--- src/rtl/jt12_ch_acc.sv ---
// jt12_ch_acc: per-channel operator accumulator for a 6-channel FM voice engine.
//
// The operator pipeline delivers one operator output per slot. The slot order is
// S1 ch0..5, S3 ch0..5, S2 ch0..5, S4 ch0..5, which gives a 24-slot frame. The
// carrier outputs of each channel are summed in a circulating buffer. After the
// S4 slot of a channel, the saturated sum is presented with a one-slot strobe.
//
// Ports
//   clk, rst             system clock, asynchronous active-high reset
//   clk_en               slot advance; state moves only on enabled edges
//   zero                 marks the S1/ch0 slot, the start of a frame
//   s1..s4_enters        one-hot operator group of op_result
//   alg                  algorithm of the channel in the current slot
//   op_result            signed 14-bit operator output for the current slot
//   en_dac, dac_val      DAC sample replaces channel 5's sum when enabled
//   snd, snd_ch          saturated channel sum and its channel index
//   snd_valid            snd/snd_ch were updated on the last enabled edge
module jt12_ch_acc #(
    parameter int unsigned num_ch = 6
) (
    input  logic               clk,
    input  logic               rst,
    input  logic               clk_en,
    input  logic               zero,
    input  logic               s1_enters,
    input  logic               s2_enters,
    input  logic               s3_enters,
    input  logic               s4_enters,
    input  logic [2:0]         alg,
    input  logic signed [13:0] op_result,
    input  logic               en_dac,
    input  logic signed [8:0]  dac_val,
    output logic signed [13:0] snd,
    output logic [2:0]         snd_ch,
    output logic               snd_valid
);

    localparam logic [2:0] LastCh = 3'(num_ch - 1);

    // r_buf[0] always belongs to the channel of the current slot
    logic signed [15:0] r_buf [num_ch];
    logic [2:0]         r_ch;
    logic               r_sync;

    logic [2:0]         w_ch;
    logic [2:0]         w_ch_nxt;
    logic [2:0]         w_nflags;
    logic               w_one_hot;
    logic               w_carrier;
    logic signed [15:0] w_op_ext;
    logic signed [15:0] w_add;
    logic signed [15:0] w_head;
    logic signed [15:0] w_entry_nxt;
    logic signed [16:0] w_total;
    logic signed [13:0] w_sat;
    logic signed [13:0] w_snd_nxt;
    logic               w_s4_slot;
    logic               w_strobe;

    // zero overrides the counter; a misaligned counter simply snaps back to 0
    assign w_ch     = zero ? 3'd0 : r_ch;
    assign w_ch_nxt = (w_ch == LastCh) ? 3'd0 : w_ch + 3'd1;

    assign w_nflags  = {2'b00, s1_enters} + {2'b00, s2_enters}
                     + {2'b00, s3_enters} + {2'b00, s4_enters};
    assign w_one_hot = (w_nflags == 3'd1);

    assign w_carrier = s4_enters
                     | (s2_enters & (alg >= 3'd4))
                     | (s3_enters & (alg >= 3'd5))
                     | (s1_enters & (alg == 3'd7));

    assign w_op_ext = {{2{op_result[13]}}, op_result};
    assign w_add    = w_carrier ? w_op_ext : 16'sd0;
    assign w_head   = r_buf[0];

    // The S4 sum is one bit wider so that it cannot wrap before saturation
    assign w_total = {w_head[15], w_head} + {{3{op_result[13]}}, op_result};

    always_comb begin
        w_sat = w_total[13:0];
        if (w_total > 17'sd8191) begin
            w_sat = 14'sd8191;
        end else if (w_total < -17'sd8192) begin
            w_sat = -14'sd8192;
        end
    end

    assign w_snd_nxt = (en_dac && (w_ch == LastCh)) ? {dac_val, 5'b0_0000} : w_sat;

    always_comb begin
        w_entry_nxt = w_head;
        if (w_one_hot) begin
            if (s1_enters) begin
                w_entry_nxt = w_add;
            end else if (s4_enters) begin
                w_entry_nxt = 16'sd0;
            end else begin
                w_entry_nxt = w_head + w_add;
            end
        end
    end

    assign w_s4_slot = w_one_hot & s4_enters;
    // zero is included so that a frame starting right at sync is not lost
    assign w_strobe  = w_s4_slot & (r_sync | zero);

    always_ff @(posedge clk or posedge rst) begin
        if (rst) begin
            for (int i = 0; i < int'(num_ch); i++) begin
                r_buf[i] <= '0;
            end
            r_ch      <= '0;
            r_sync    <= 1'b0;
            snd       <= '0;
            snd_ch    <= '0;
            snd_valid <= 1'b0;
        end else if (clk_en) begin
            for (int i = 0; i < int'(num_ch) - 1; i++) begin
                r_buf[i] <= r_buf[i+1];
            end
            r_buf[num_ch-1] <= w_entry_nxt;
            r_ch      <= w_ch_nxt;
            r_sync    <= r_sync | zero;
            snd_valid <= w_strobe;
            if (w_s4_slot) begin
                snd    <= w_snd_nxt;
                snd_ch <= w_ch;
            end
        end
    end

endmodule

--- config.mk ---
export PLATFORM = sky130hd
export DESIGN_NAME = jt12_ch_acc
export DESIGN_NICKNAME = d
export VERILOG_FILES = /design/src/rtl/jt12_ch_acc.sv
export SDC_FILE = /design/constraint.sdc
export NUM_CORES = 1
export LEC_CHECK = 0
export ABC_AREA = 1
export ABC_CLOCK_PERIOD_IN_PS = 6600
export BUFFER_PORTS_ARGS = -buffer_cell sky130_fd_sc_hd__buf_2
export CAP_MARGIN = 15
export CORE_MARGIN = 2
export CORE_UTILIZATION = 35
export CTS_CLUSTER_DIAMETER = 120
export CTS_CLUSTER_SIZE = 10
export DETAILED_ROUTE_END_ITERATION = 6
export GPL_TIMING_DRIVEN = 0
export SLEW_MARGIN = 20
export SYNTH_ARGS = -nofsm -noshare
export SYNTH_HDL_FRONTEND = slang
export SYNTH_SLANG_ARGS = --single-unit
export TNS_END_PERCENT = 30
--- constraint.sdc ---
create_clock -name clk -period 6.6 [get_ports clk]
set_clock_uncertainty 0.05 [all_clocks]
set_input_delay 1.32 -clock clk [delete_from_list [all_inputs] [get_ports clk]]
set_output_delay 1.32 -clock clk [all_outputs]
set_load 0.02 [all_outputs]
==> summary.txt <==
Distinct cells, synth: 38
Antenna violations before repair: 0
PwrDens: 353 nW/um2
P_sw: 0.000987 W
Leak Pwr: 4.27 nW
Final period utilization: 0.635
Critical path class: in2reg
DRT Wirelength: 17.9 mm
Via density per instance: 4.71
RSZ-0062 raised after global routing: false
Num ports: 53
Register bit total from synthesis: 118
Peak supply drop: 205 uV
Max cap viols: 0
CTS hold repair buffers: 0
Clock transition at the registers of the reported paths: 0.05 ns
CTS tree: done
Int Pwr: 0.00185 W
Largest net degree at the start of global routing: 73
Combinational power share: 0.291
Clock sink total: 118
Clk buf depth: 2
Drt drc: 0
Grt ovf: 0
Delay of the slowest critical-path stage: 0.65 ns
P&R area growth vs syn: 18.3%
CTS root buf: clkbuf_16
Dominant cell by count in the synthesized netlist: nand2_1
Final setup violation count: 0
Crit-path max FO: 10
Top cells by count, synth: nand2_1 (383), dfrtp_1 (118), inv_1 (97)
DR WL/cell: 14.0 um
Routed vias: 6,014
First-pass GRT wire length: 29.4 mm
RePlAce Congestion: 0.923
Synth area leader: dfrtp_1
Clock power share: 0.349
Global Route Usage Sum: 0.185
Final ANT Viol Nets: 0
Synth warn: 0
Top cells by area, synth: dfrtp_1 (43%), nand2_1 (21%), ha_1 (6.1%)
Multi-input logic area: 3330 um2
DP HPWL: 13.7 mm
Pwr Total: 0.00284 W
Max-slew violation count: 0
Seq/Total Area, Yosys: 0.435
Mapped Cells: 934
Worst-Skew Late Latency: 0.42 ns
CP Data Required Time: 6.84 ns
Post-CTS Setup Bufs: 0
Fillers: 1,998
FMAX: 0.239 GHz
Top cell type's share of synthesized area: 0.435
Hold Fails Final Rpt: 0
Netlist Area Pre-Place: 6790 um2
Fin nets: 1,075
CTS buffer count: 17
Starting Density: 0.360
Post_cts resized: 0
CTS H-tree lvls: 4
Worst Path Arrival: 4.43 ns
Ys async rst share: 1.00
Setup TNS: 0 ns
Die Footprint: 20,500 um2
Ratio of cells with drive above 1 in the final layout: 0.104
Final min period: 4.19 ns
Primary FF master, synth: dfrtp_1
Die W: 143 um
Crit-path cells: buf_2, clkinv_1, fa_1, inv_1, ha_1, ha_1, nor2_1, nand2_1, clkinv_1, clkbuf_1, o211ai_1, nand2_1
Diodes inserted: 0
Worst min-delay path category: reg2reg
Crit. End Element: register
Slowest-stage cell, CP: fa_1
Syn avg cell area: 7.27 um2
Vias in the first global route: 5,706
Rows: 50
Relative slew slack: 0.620
Status: finished clean
Syn_nets: 1,005
First-pass DRT Iterations: 4
Number of synthesized flops with an enable pin: 0
Part of the power in registers: 0.360
1st-iter DRT viols: 287
Net Sw Frac: 0.348
Core area: 18,900 um2
Sequential cell area: 2950 um2
Tightest Pin Transition: 0.571 ns
Port bufs: 50
Crit start category: primary input
Die Ht: 143 um
==> worst max-delay path, delay by kind of cell <==
kind                       cells  cell delay (ns)
AOI/OAI and AO/OA              1             0.34
adders and majority gates      3             1.09
buffers and inverters          5             1.28
and+or+nand+nor                3             0.38
==> final cells by class <==
cell class | count | share of cell area
clock buffer | 21 | 0.0573
multi-input combinational | 682 | 0.415
clock inverter | 11 | 0.0215
tap | 260 | 0.0405
buffer | 29 | 0.0140
sequential | 118 | 0.368
inverter | 105 | 0.0500
timing repair buffer | 51 | 0.0346
==> power by group through the flow <==
stage	clock network [W]	logic (W)	registers, W
floorplan	0	0.000556	0.00106
global placement	0	0.000814	0.00103
detailed placement	0	0.000828	0.00103
CTS	0.00100	0.000833	0.00102
global route	0.00104	0.000952	0.00104
finish	0.000990	0.000826	0.00102
==> final timing paths <==
path | from | to | slack (ns) | cells after the start
max | s1_enters | r_buf[0] | 2.41 | 12
min | r_buf[67] | r_buf[67] | 0.42 | 2
max reg2reg | w_head[0] | r_buf[10] | 3.92 | 12
min reg2reg | r_buf[67] | r_buf[67] | 0.42 | 2
max in group asynchronous | rst | snd[5] | 4.91 | 3
min in group asynchronous | rst | r_buf[17] | 0.88 | 2
==> layer usage <==
metal	track usage	vias to the layer above	share of wire
li1	-	3098	-
met4	0.0609	0	0.016
met3	0.0313	22	0.050
met1	0.248	2751	0.47
met2	0.304	143	0.47
met5	0	-	0
==> logic make-up (layout without fill, tap and decap cells) <==
| logic type | after synthesis | after routing | synth area share |
|---|---|---|---|
| XOR/XNOR | 13 | 13 | 0.0168 |
| AO/OA/AOI/OAI | 139 | 139 | 0.113 |
| adder cells (fa/ha/maj) | 36 | 36 | 0.0696 |
| AND/OR/NAND/NOR | 494 | 494 | 0.291 |
| flip-flops | 118 | 118 | 0.435 |
| buffers and inverters | 134 | 217 | 0.0750 |
==> layout by cell type (no fill, tap or decap), types with 6 or more instances in the layout <==
master and instances:
a21oi_1 45, buf_2 53, clkbuf_1 26, clkbuf_16 17, dfrtp_1 118, ha_1 33
inv_1 96, nand2_1 383, nand3_1 41, nor2_1 53, o211ai_1 7, o21ai_0 70
xnor2_1 6, xor2_1 7
==> state kept, by name, indices dropped and copies added, names as in the netlist <==
| register | cells |
|---|---|
| r_ch | 3 |
| snd_valid | 1 |
| snd_ch | 3 |
| r_sync | 1 |
| w_head | 16 |
| snd | 14 |
| r_buf | 80 |
==> metrics by stage <==
step / hold WS (ns) / setup slack (ns) / instance area (um2) / utilization / instances
6_report: 0.417 / 2.41 / 8030 / 0.425 / 1277
5_1_grt: 0.434 / 2.14 / 8030 / 0.425 / 1277
4_1_cts: 0.419 / 2.39 / 8030 / 0.425 / 1277
3_5_place_dp: 0.406 / 1.96 / 7400 / 0.392 / 1245
3_3_place_gp: 0.404 / 0.573 / 7370 / 0.390 / 1244
2_1_floorplan: 0.392 / 2.10 / 6790 / - / 934
Power figures use the tool's default switching activity.
